`src/rtl/pc_fetch_sequencer.sv`:
```
// Fetch sequencer that owns the lab CPU program counter: it walks IDLE -> FETCH -> ISSUE and selects the next PC.
// Optional PC_BOUND_CHECK_EN macro: redirects out-of-range next PCs to FAULT_VECTOR and pulses fault.
module pc_fetch_sequencer #(
  parameter int                  PC_WIDTH     = 9,
  parameter logic [PC_WIDTH-1:0] RESET_PC     = '0,
  parameter int                  PC_STEP      = 1,
  parameter int                  IMEM_DEPTH   = 384,
  parameter logic [PC_WIDTH-1:0] FAULT_VECTOR = 'h010
) (
  input  logic                clock,
  input  logic                reset,
  input  logic                start,
  input  logic                halt,
  input  logic                stall,
  input  logic                imem_ack,
  input  logic                jump,
  input  logic [PC_WIDTH-1:0] jump_target,
  input  logic                branch_taken,
  input  logic [PC_WIDTH-1:0] branch_target,
  output logic                imem_req,
  output logic [PC_WIDTH-1:0] o_pc,
  output logic [PC_WIDTH-1:0] i_pc,
  output logic                instr_valid,
  output logic                running,
  output logic                fault
);

  typedef enum logic [1:0] {IDLE, FETCH, ISSUE, HALTED} state_t;

`ifdef PC_BOUND_CHECK_EN
  localparam bit LP_BOUND_EN = 1'b1;
`else
  localparam bit LP_BOUND_EN = 1'b0;
`endif

  state_t              r_state;
  logic [PC_WIDTH-1:0] r_oPc;
  logic [PC_WIDTH-1:0] r_iPc;
  logic                r_imemReq;
  logic                r_instrValid;
  logic                r_running;
  logic                r_fault;

  logic [PC_WIDTH-1:0] w_seqPc;
  logic [PC_WIDTH-1:0] w_selPc;
  logic [PC_WIDTH-1:0] w_nextPc;
  logic                w_outOfRange;
  logic                w_boundFault;

  // Sequential step wraps modulo 2^PC_WIDTH; jump outranks branch.
  assign w_seqPc = r_oPc + PC_WIDTH'(PC_STEP);

  always_comb begin
    w_selPc = w_seqPc;
    if (jump)
      w_selPc = jump_target;
    else if (branch_taken)
      w_selPc = branch_target;
  end

  assign w_outOfRange = 32'(w_selPc) >= 32'(IMEM_DEPTH);
  assign w_boundFault = LP_BOUND_EN && w_outOfRange;
  assign w_nextPc     = w_boundFault ? FAULT_VECTOR : w_selPc;

  always_ff @(posedge clock or negedge reset) begin
    if (!reset) begin
      r_state      <= IDLE;
      r_oPc        <= RESET_PC;
      r_iPc        <= RESET_PC;
      r_imemReq    <= 1'b0;
      r_instrValid <= 1'b0;
      r_running    <= 1'b0;
      r_fault      <= 1'b0;
    end else begin
      r_fault <= 1'b0;
      case (r_state)
        IDLE, HALTED: begin
          if (start) begin
            r_state      <= FETCH;
            r_imemReq    <= 1'b1;
            r_running    <= 1'b1;
            r_instrValid <= 1'b0;
          end
        end
        FETCH: begin
          if (imem_ack) begin
            r_iPc        <= r_oPc;
            r_state      <= ISSUE;
            r_imemReq    <= 1'b0;
            r_instrValid <= 1'b1;
          end
        end
        ISSUE: begin
          // A stalled instruction freezes everything, including halt and redirects.
          if (!stall) begin
            r_oPc        <= w_nextPc;
            r_fault      <= w_boundFault;
            r_instrValid <= 1'b0;
            if (halt) begin
              r_state   <= HALTED;
              r_running <= 1'b0;
            end else begin
              r_state   <= FETCH;
              r_imemReq <= 1'b1;
            end
          end
        end
        default: r_state <= IDLE;
      endcase
    end
  end

  assign imem_req    = r_imemReq;
  assign o_pc        = r_oPc;
  assign i_pc        = r_iPc;
  assign instr_valid = r_instrValid;
  assign running     = r_running;
  assign fault       = r_fault;

endmodule

```
`config.mk`:
```
export PLATFORM = sky130hd
export DESIGN_NAME = pc_fetch_sequencer
export DESIGN_NICKNAME = d
export VERILOG_FILES = /design/src/rtl/pc_fetch_sequencer.sv
export SDC_FILE = /design/constraint.sdc
export NUM_CORES = 1
export LEC_CHECK = 0
export ABC_AREA = 1
export ABC_CLOCK_PERIOD_IN_PS = 1400
export CAP_MARGIN = 10
export CELL_PAD_IN_SITES_DETAIL_PLACEMENT = 1
export CELL_PAD_IN_SITES_GLOBAL_PLACEMENT = 1
export CORE_UTILIZATION = 27
export CTS_CLUSTER_DIAMETER = 100
export DETAILED_ROUTE_END_ITERATION = 12
export GPL_ROUTABILITY_DRIVEN = 0
export PLACE_DENSITY_LB_ADDON = 0.1
export SETUP_SLACK_MARGIN = 0.2
export SLEW_MARGIN = 15
export SYNTH_ARGS = -nofsm -noshare
export SYNTH_HDL_FRONTEND = slang
export SYNTH_SLANG_ARGS = --single-unit
export TNS_END_PERCENT = 30
```
`constraint.sdc`:
```
create_clock -name clock -period 1.4 [get_ports clock]
set_input_delay 0.28 -clock clock [delete_from_list [all_inputs] [get_ports clock]]
set_output_delay 0.28 -clock clock [all_outputs]
set_load 0.05 [all_outputs]
```
==> impl_metrics.yaml <==
final_layout:
  final_common_cell: "nand2_1"
  final_util_pct: 51.8
  regArea_sq_um: 584
  drive_above_1_share_pct: 34.3
  fillCellCount: 529
  mostFrequentLayoutCells: "nand2_1, clkdlybuf4s50_1, buf_12, dfrtp_1"
  multi_input_area_sq_um: 744
  fin_nets: 264
  final_area_sq_mm: 0.00232
  diodes: 0
  fin_cells: 285
  area_delta_synth_final_pct: 79.6
critical_path:
  ff2ff_setup_slack_ns: 0.07
  cp_data_arrival_time_ns: 1.48
  start_kind: "flop"
  crit_path_start: "r_state[1]"
  critPathMaxFanout: 3
  crit-reg2reg-launch: "r_state[1]"
  end_kind: "flop"
  reg2reg_to: "r_state[1]"
  worstSetupPathType: "flop to flop"
  reg2regPathDepth: 7
  required_ns: 1.56
  crit_end: "r_state[1]"
floorplan:
  die_h_um: 71.2
  io-pin-count: 48
  start_util_pct: 28.9
  die_w_um: 71.2
  core_area_sq_mm: 0.00447
  num_rows: 24
  die_area_sq_mm: 0.00506
pwr:
  ir_worst_vdd_uv: 973
  p_per_area_mw_per_mm2: 2520
  p_leak_nw: 1.04
yosys:
  ys_seq_area_share_pct: 44.6
  synthTopCellsByArea: "dfrtp_1, nand2_1, o21ai_0"
  syn_area_sq_mm: 0.00129
  synthCells: 173
  yosys.area.top_type: "dfrtp_1"
  synthesis.nets: 203
  synth_top_area_share_pct: 44.6
  avgSynthCellArea_sq_um: 7.46
  ys_ff_latch: 23
  yosysWarnings: 0
  synth_cell_type_count: 23
detailed_routing:
  drtIter0Drc: 43
  drt-wirelength-per-cell_um: 15.2
  routed_wl_um: 4340
  num_vias: 1352
  ant_nets: 0
  firstDrtPassIters: 8
  drc: 2
  vias_per_cell: 4.74
status:
  violations: "DRC"
  status: "complete, but fails checks"
placement:
  dp_cells: 272
  place_area_sq_mm: 0.00208
  hpwl_um: 3190
  io_buffer_count: 46
sta:
  fin_skew_ns: 0.00197
  fin_hold_ws_ns: 0.373
  fin_crit_ns: 1.33
  rsz0062_at_grt: "true"
  max_freq_mhz: 753
  finalHoldViolations: 0
  slew_violations: 0
  setup_viol: 0
  post-route-period-util_pct: 94.8
clock_tree:
  clockBufferDepth: 2
  cts_tree: "built"
  cts_buffers: 3
  clock_sinks: 23
  htree_num_levels: 1
  clk_pin_slew_ns: 0.09
  postCtsHoldBufs: 0
  cts_root_buffer: "clkbuf_8"
  clock_latency_ns: 0.26
global_route:
  antenna_found_initial: 0
  grt_max_degree: 24
  grt_pass1_vias: 1456
  grt_overflow_total: 0
  track_usage_pct: 18.3
  grt_pass1_wl_um: 7180
min_path:
  hp-class: "input port to asynchronous set/reset pin"
run:
  max-cap-violations: 0
## cells in the mapped netlist, drive strengths merged
library cell / number
a21oi: 8
a22oi: 2
buf: 4
clkbuf: 1
clkinv: 2
conb: 1
dfrtp: 23
ha: 4
inv: 17
nand2: 50
nand3: 12
nor2: 21
o211ai: 1
o21ai: 23
o22ai: 2
o31ai: 1
or2: 1
## where the power goes
part	total [mW]	internal (mW)	switching, mW	leakage [nW]
logic	3.97	1.86	2.11	0.749
clock network	0.427	0.203	0.224	0.0228
registers	1.45	1.00	0.447	0.270
total	5.85	3.06	2.79	1.04
## routing by layer
metal  track usage (%)  wire [um]  up-vias
met1              24.3       2070      633
met5                 0          0        -
met2              30.7       2020       40
li1                  -          -      673
met3              2.42        180        6
met4              5.78         69        0
## layout make-up
| type | instances | share of cell area [%] |
|---|---|---|
| multi-input combinational | 127 | 32.1 |
| timing repair buffer | 60 | 34.3 |
| clock buffer | 4 | 1.94 |
| tap | 52 | 2.81 |
| sequential | 23 | 25.2 |
| inverter | 19 | 3.62 |
## critical path: stages, from the launching register on
cell,delay (ns)
dfrtp_1,0.43
ha_4,0.29
inv_4,0.04
o21ai_4,0.18
nor2_4,0.07
buf_6,0.12
nand3_2,0.04
o21ai_1,0.06
## sequential cells by signal (all words and copies together), names as in the netlist
signal / count
i_pc: 9
o_pc: 9
instr_valid: 1
running: 1
imem_req: 1
r_state: 2
## stage by stage
stage | power [mW] | setup WS (ns) | setup TNS (ns)
floorplan | 3.12 | 0.0937 | 0
global placement | 4.85 | -0.0508 | -0.128
detailed placement | 4.94 | -0.0800 | -0.413
CTS | 5.76 | 0.0874 | 0
global route | 6.17 | 0.0117 | 0
finish | 5.85 | 0.0726 | 0
## kinds of logic (layout without fill, tap and decap cells)
logic type               after synthesis  in the layout  share of synthesized area (%)
adder cells (fa/ha/maj)                4              4                           3.88
buffers and inverters                 24             83                           9.11
other                                  1              1                          0.290
flip-flops                            23             23                           44.6
AO/OA/AOI/OAI                         37             37                           15.6
AND/OR/NAND/NOR                       84             85                           26.6
## timing repair
| item | in CTS | in global routing |
|---|---|---|
| buffers inserted | 8 | 0 |
| resized for setup | 24 | 16 |
| gates cloned | 1 | 0 |
| setup endpoints to repair | 24 | 30 |
| pin swaps | 6 | 5 |
## how the worst min path moves through the flow
stage                     startpoint        to  slack, ns  cells past startpoint
after floorplan                reset   i_pc[0]      -0.02                      0
after global placement       i_pc[6]   i_pc[6]       0.53                      2
after detailed placement    imem_req  imem_req       0.53                      2
after CTS                      reset  imem_req       0.39                      2
after global routing           reset  imem_req       0.40                      2
final                          reset  imem_req       0.37                      2
Power figures use the tool's default switching activity.
